### config.mk
export PLATFORM = sky130hd
export DESIGN_NAME = rr_req_frontend
export DESIGN_NICKNAME = d
export VERILOG_FILES = /design/src/rtl/rr_req_frontend.sv
export SDC_FILE = /design/constraint.sdc
export NUM_CORES = 1
export LEC_CHECK = 0
export BUFFER_PORTS_ARGS = -buffer_cell sky130_fd_sc_hd__buf_4
export CAP_MARGIN = 40
export CORE_MARGIN = 2
export CORE_UTILIZATION = 55
export CTS_BUF_LIST = sky130_fd_sc_hd__clkbuf_8
export CTS_CLUSTER_SIZE = 16
export DETAILED_ROUTE_END_ITERATION = 7
export PLACE_DENSITY = 0.82
export RECOVER_POWER = 100
export SLEW_MARGIN = 20
export SYNTH_ARGS = -nofsm -noshare
export SYNTH_HDL_FRONTEND = slang
export SYNTH_SLANG_ARGS = --single-unit
### constraint.sdc
create_clock -name clk -period 1.9 [get_ports clk]
set_clock_uncertainty 0.05 [all_clocks]
set_input_delay 0.095 -clock clk [delete_from_list [all_inputs] [get_ports clk]]
set_output_delay 0.095 -clock clk [all_outputs]
set_load 0.02 [all_outputs]
### src/rtl/rr_req_frontend.sv
// rr_req_frontend: one single-entry slot per client feeding a round-robin arbiter,
// a registered valid/ready output stage tagged with client id, and a sticky gnt error.
module rr_req_frontend #(
  parameter int N  = 4,
  parameter int DW = 32,
  localparam int IW = (N > 1) ? $clog2(N) : 1
) (
  input  logic            clk,
  input  logic            rstn,
  input  logic [N-1:0]    in_valid,
  input  logic [N*DW-1:0] in_data,
  output logic [N-1:0]    in_ready,
  output logic [N-1:0]    req,
  input  logic [N-1:0]    gnt,
  output logic            out_valid,
  output logic [DW-1:0]   out_data,
  output logic [IW-1:0]   out_id,
  input  logic            out_ready,
  output logic            err_gnt
);

  typedef enum logic {S_EMPTY = 1'b0, S_FULL = 1'b1} slot_st_e;

  localparam logic [N-1:0] ONE_N = N'(1);

  // Keeps only the lowest set bit, so a malformed gnt can never pop two slots.
  function automatic logic [N-1:0] lowest_one(input logic [N-1:0] v);
    return v & (~v + ONE_N);
  endfunction

  function automatic logic [IW-1:0] onehot_idx(input logic [N-1:0] v);
    logic [IW-1:0] r;
    r = '0;
    for (int k = N - 1; k >= 0; k--) begin
      r = v[k] ? IW'(k) : r;
    end
    return r;
  endfunction

  slot_st_e          slot_q [N];
  slot_st_e          slot_d [N];
  logic [DW-1:0]     data_q [N];
  logic [DW-1:0]     data_d [N];
  logic              out_valid_q, out_valid_d;
  logic [DW-1:0]     out_data_q, out_data_d;
  logic [IW-1:0]     out_id_q, out_id_d;
  logic              err_q, err_d;

  logic [N-1:0]      slot_full_s;
  logic              out_free_s;
  logic [N-1:0]      pop_s;
  logic [IW-1:0]     pop_idx_s;
  logic              gnt_multi_s;
  logic              gnt_stray_s;

  // Slot occupancy vector and the pop decision.
  always_comb begin
    for (int i = 0; i < N; i++) begin
      slot_full_s[i] = (slot_q[i] == S_FULL);
    end
    out_free_s  = !out_valid_q || out_ready;
    pop_s       = out_free_s ? lowest_one(gnt & slot_full_s) : '0;
    pop_idx_s   = onehot_idx(pop_s);
    gnt_multi_s = ((gnt & (gnt - ONE_N)) != '0);
    gnt_stray_s = ((gnt & ~slot_full_s) != '0);
  end

  // Per-slot EMPTY/FULL next state; a popped slot cannot refill in the same cycle.
  always_comb begin
    for (int i = 0; i < N; i++) begin
      slot_d[i] = slot_q[i];
      data_d[i] = data_q[i];
      case (slot_q[i])
        S_EMPTY: begin
          if (in_valid[i]) begin
            slot_d[i] = S_FULL;
            data_d[i] = in_data[i*DW +: DW];
          end else begin
            slot_d[i] = S_EMPTY;
          end
        end
        S_FULL: begin
          if (pop_s[i]) begin
            slot_d[i] = S_EMPTY;
          end else begin
            slot_d[i] = S_FULL;
          end
        end
        default: slot_d[i] = S_EMPTY;
      endcase
    end
  end

  // Output stage: a pop reloads even while draining, so there is no bubble.
  always_comb begin
    out_valid_d = out_valid_q;
    out_data_d  = out_data_q;
    out_id_d    = out_id_q;
    if (pop_s != '0) begin
      out_valid_d = 1'b1;
      out_data_d  = data_q[pop_idx_s];
      out_id_d    = pop_idx_s;
    end else if (out_ready) begin
      out_valid_d = 1'b0;
    end else begin
      out_valid_d = out_valid_q;
    end
    err_d = err_q || gnt_multi_s || gnt_stray_s;
  end

  // State registers.
  always_ff @(posedge clk or negedge rstn) begin
    if (!rstn) begin
      for (int i = 0; i < N; i++) begin
        slot_q[i] <= S_EMPTY;
        data_q[i] <= '0;
      end
      out_valid_q <= 1'b0;
      out_data_q  <= '0;
      out_id_q    <= '0;
      err_q       <= 1'b0;
    end else begin
      for (int i = 0; i < N; i++) begin
        slot_q[i] <= slot_d[i];
        data_q[i] <= data_d[i];
      end
      out_valid_q <= out_valid_d;
      out_data_q  <= out_data_d;
      out_id_q    <= out_id_d;
      err_q       <= err_d;
    end
  end

  assign in_ready  = ~slot_full_s;
  assign req       = slot_full_s;
  assign out_valid = out_valid_q;
  assign out_data  = out_data_q;
  assign out_id    = out_id_q;
  assign err_gnt   = err_q;

endmodule

======== Yosys cells after proc, flatten, opt, wreduce, memory -nomap -nowiden ========
Index checks and enable logic that the tools add are counted.
word-level totals
  bits in writable memories ............... 0
  memory bits (read-only) ................. 0
  bits of input ports ..................... 139
  memories ................................ 0
  flip-flop bits (word level) ............. 168
  logic and storage cells ................. 60
  bits in latches ......................... 0
operators by class
  multiplexer cells ....................... 22
  bitwise gates (word level) .............. 11
  div/mod/pow operators ................... 0
  $mul .................................... 0
  add/sub/neg operators ................... 2
  shifts and indexed selects .............. 0
  magnitude comparators ................... 1
  equality and inequality tests ........... 0
  reductions and logical operators ........ 12
operators by type and width
  operator             count
  $bmux 32 s2          1
  $mux 32              2
  $and 4x4->4          4
  $reduce_bool 4->1    3
  $mux 1               10
  $mux 2               4
  $not 4->4            2
  $pmux 1 s2           4
  $reduce_and 2->1     4
  $add 4x1->4 const B  1
  $mux 4               1
  $not 1->1            4
  $sub 4x1->4 const B  1
  $ge 3x3->1 const B   1
  $logic_or 1x1->1     3
  $not 2->3            1
  $reduce_bool 2->1    1
  $logic_not 1->1      1

======== Longest topological paths before layout ========
  depth in word-level cells ............... 13
  gate-level depth with buffers ........... 7
  gate-level depth less buffers ........... 5

======== Worst setup path after synthesis ========
OpenSTA, ideal clock, no wires.
  kind .................................... reg2reg
  start ................................... register out_valid_q, in the netlist out_valid
  end ..................................... register out_data_q[22], in the netlist out_data[22]
  library setup time ...................... 0.141 ns
  cell stages (with the launch flop) ...... 8
  data required time ...................... 1.709 ns
  data arrival time ....................... 1.605 ns
  setup slack ............................. 0.104 ns
  period minus slack after synthesis ...... 1.796 ns
  cells stage by stage .................... dfrtp_1 and2b_4 nor3b_4 a31oi_4 buf_12 buf_12 o221ai_2 a31oi_1
between the ends
  word-level cells in the longest chain between the ends .. 11
  elaborated cells on any way between the ends .. 12
  those cells by class .................... 8 x mux; 1 x bitwise; 3 x reduce/logical
RTL lines
  what                                        RTL line  source
  start, declared                             44        logic out_valid_q, out_valid_d;
  start signal, assigned                      127       out_valid_q <= out_valid_d;
  $logic_not 1->1 (*)                         61        out_free_s = !out_valid_q || out_ready;
  $logic_or 1x1->1 (*)                        61
  $mux 4 (*)                                  62        pop_s = out_free_s ? lowest_one(gnt & slot_full_s) : '0;
  $mux 2 (4 in a row)                         35        r = v[k] ? IW'(k) : r;
  $not 2->3 (not written as such)             101       out_data_d = data_q[pop_idx_s];
  $bmux 32 s2                                 101
  $mux 32 (not written as such) (2 in a row)  101
  end signal, assigned                        128       out_data_q <= out_data_d;
  end, declared                               45        logic [DW-1:0] out_data_q, out_data_d;
Mark *: on every way between the ends. The rest lies on a longest branch, timed or not. The select of a mux whose other input is x is not followed.
A chain may end at the register's enable or synchronous reset.

==> results_dict.tcl <==
set metrics [dict create \
    first_iter_violations 621 \
    wirelength_um 25900 \
    io_pins 183 \
    setup_viol 24 \
    path_clk_slew_ns 0.09 \
    synth_area_leader_cell "dfrtp_1" \
    peakVddDrop_v 0.000872 \
    slew_viol_final 0 \
    hold_start "gnt[0]" \
    nFillCells 603 \
    yosysMostFrequentCell "dfrtp_1" \
    powerDensity_nw_per_um2 1120 \
    final.setup.worst_slack_ns -0.108 \
    power.leakage_nw 4.63 \
    avgSynthCellArea_um2 14.1 \
    antennaDiodeCount 0 \
    ys_warn_count 0 \
    num_vias 6414 \
    ant_nets 0 \
    grt_pass1_wl_um 35800 \
    fp.dieArea_um2 14200 \
    synth.area.top_cells "dfrtp_1 58%, mux2_2 18%, o221ai_2 6.4%" \
    clk_latency_ns 0.50 \
    antenna_found_initial 0 \
    violations "negative setup slack" \
    ff2ff_setup_slack_ns -0.11 \
    final_net_count 995 \
    first_pass_iters 5 \
    multi_input_area_um2 3190 \
    setup_tns_ns -0.627 \
    synth_area_um2 7300 \
    synth_edf_count 0 \
    period_share 1.06 \
    fp.dieH_um 119 \
    core-area_um2 13100 \
    synth_common_cells "168 x dfrtp_1, 119 x mux2_2, 40 x nor2_1" \
    cts_buffers 17 \
    h-tree-depth 4 \
    place.gp.congestion 0.827 \
    start_util 0.558 \
    synth_seq_cells 168 \
    r2r-end "req[3]" \
    max_freq_mhz 498 \
    die_w_um 119 \
    holdPathStages 5 \
    tightest_slew_ns 1.37 \
    grt_overflow 0 \
    syn-num-nets 655 \
    worstSetupEndpointType "register" \
    p_total_mw 12.5 \
    hold_class "input pin to register" \
    synthArstFlopShare 1.00 \
    rows 42 \
    seqCellArea_um2 4200 \
    fin_area_um2 11200 \
    cts_tree "built" \
    synth_ff_type "dfrtp_1" \
    place_hpwl_um 13300 \
    grt_pass1_vias 6575 \
    path_max_fanout 6 \
    critPathKind "register to register" \
    viasPerCell 6.14 \
    root_buffer "clkbuf_8" \
    fin_util 0.857 \
    layout_min_cycle_time_ns 2.01 \
    yosysSeqAreaShare 0.576 \
    crit_required_ns 2.23 \
    grt_max_degree 63 \
    netlist_instances 516 \
    dpl_cell_area_um2 8970 \
    cp-start-kind "register" \
    portBuffers 182 \
    status "finished with violations" \
    reg2reg_depth 5 \
    synth.top_cell.area_share 0.576 \
    drive_above_1_share 0.475 \
    cts.sinks 168 \
    wl_per_cell_um 24.7 \
    slew-limit-headroom 0.0846 \
    r2r-start "req[0]" \
    areaGrowthSynthToFinish_pct 53.6 \
    max-cap-violations 0 \
    drc 0 \
    worstPathArrival_ns 2.34 \
    clk_path_buf_depth 2 \
    rsz0062_at_grt "true" \
    min_to "err_gnt" \
    ys_types 32 \
    hold_viol_final 0 \
    grt_usage 0.336 \
]
==> state kept, by name (all words and copies together), names as in the netlist <==
register	flops
out_id	2
out_data	32
err_gnt	1
out_valid	1
req	4
data_q	128
==> layout make-up <==
| class | instances | share of cell area |
|---|---|---|
| Sequential cell | 168 | 0.375 |
| Multi-Input combinational cell | 301 | 0.285 |
| Timing Repair Buffer | 363 | 0.284 |
| Clock buffer | 17 | 0.0209 |
| Tap cell | 176 | 0.0196 |
| Clock inverter | 15 | 0.0136 |
| Inverter | 5 | 0.00167 |
==> how the worst max path moves through the flow <==
stage | slack (ns) | startpoint | to
finish | -0.11 | req[0] | req[3]
global route | -0.10 | req[0] | req[3]
CTS | 0.005 | out_valid | out_data[30]
detailed placement | -0.06 | out_valid | out_data[23]
global placement | -0.17 | out_valid | out_data[5]
floorplan | 0.10 | out_valid | out_data[22]
==> cell usage in the layout, fill, tap and decap left out, types with 4 or more instances in the layout <==
| master | synthesis | routed |
|---|---|---|
| a21oi_1 | 9 | 8 |
| a31oi_1 | 32 | 31 |
| buf_12 | 6 | 10 |
| buf_4 | 1 | 167 |
| buf_6 | 0 | 6 |
| clkbuf_1 | 11 | 35 |
| clkbuf_16 | 0 | 5 |
| clkbuf_8 | 0 | 17 |
| clkinvlp_4 | 0 | 4 |
| dfrtp_1 | 168 | 168 |
| dlygate4sd3_1 | 0 | 137 |
| inv_1 | 5 | 6 |
| inv_6 | 0 | 4 |
| mux2_1 | 9 | 9 |
| mux2_2 | 119 | 119 |
| nand2_1 | 7 | 7 |
| nor2_1 | 40 | 39 |
| nor2b_4 | 0 | 4 |
| o221ai_1 | 31 | 8 |
| o221ai_2 | 31 | 39 |
| o221ai_4 | 0 | 15 |
==> per-layer routing <==
metal	vias up	global-route usage	routed length, um	part of all wire
met5	-	0	0	0
met4	0	0.143	1120	0.043
met3	111	0.0833	1910	0.074
met2	432	0.580	13600	0.52
met1	3241	0.400	9280	0.36
li1	2630	-	-	-
==> cell families after synthesis <==
group,after synthesis,share of synthesized area
AOI/OAI and AO/OA,113,0.146
buffers and inverters,47,0.0429
DFF,168,0.576
muxes,128,0.197
and+or+nand+nor,60,0.0375
==> worst max-delay path: stages (launching register included) <==
cell and delay (ns):
dfrtp_1 0.40, buf_4 0.17, a22o_1 0.26, nor2_1 0.30, a21oi_1 0.14, dlygate4sd3_1 0.58
==> repair_timing <==
item / in CTS / in global routing
endpoints found under the hold margin: 278 / 0
setup endpoints to repair: 23 / 32
hold buffers: 137 / 0
gates cloned: 0 / 7
pin swaps: 2 / 17
buffers inserted: 2 / 5
resized for setup: 6 / 51
==> per-stage QoR <==
stage          std cells  hold WS (ns)  worst slack (ns)
3_5_place_dp         862        0.0339           -0.0550
4_1_cts             1033       0.00838           0.00453
6_report            1045        0.0193            -0.108
3_3_place_gp         861        0.0323            -0.174
2_1_floorplan        516        -0.251             0.104
5_1_grt             1045        0.0406            -0.103
==> power breakdown <==
part           total, mW  internal (mW)  switching [mW]
clock               2.61           1.17            1.44
combinational       3.97           2.05            1.92
sequential          5.95           4.85            1.10
(Power assumes the default switching activity.)
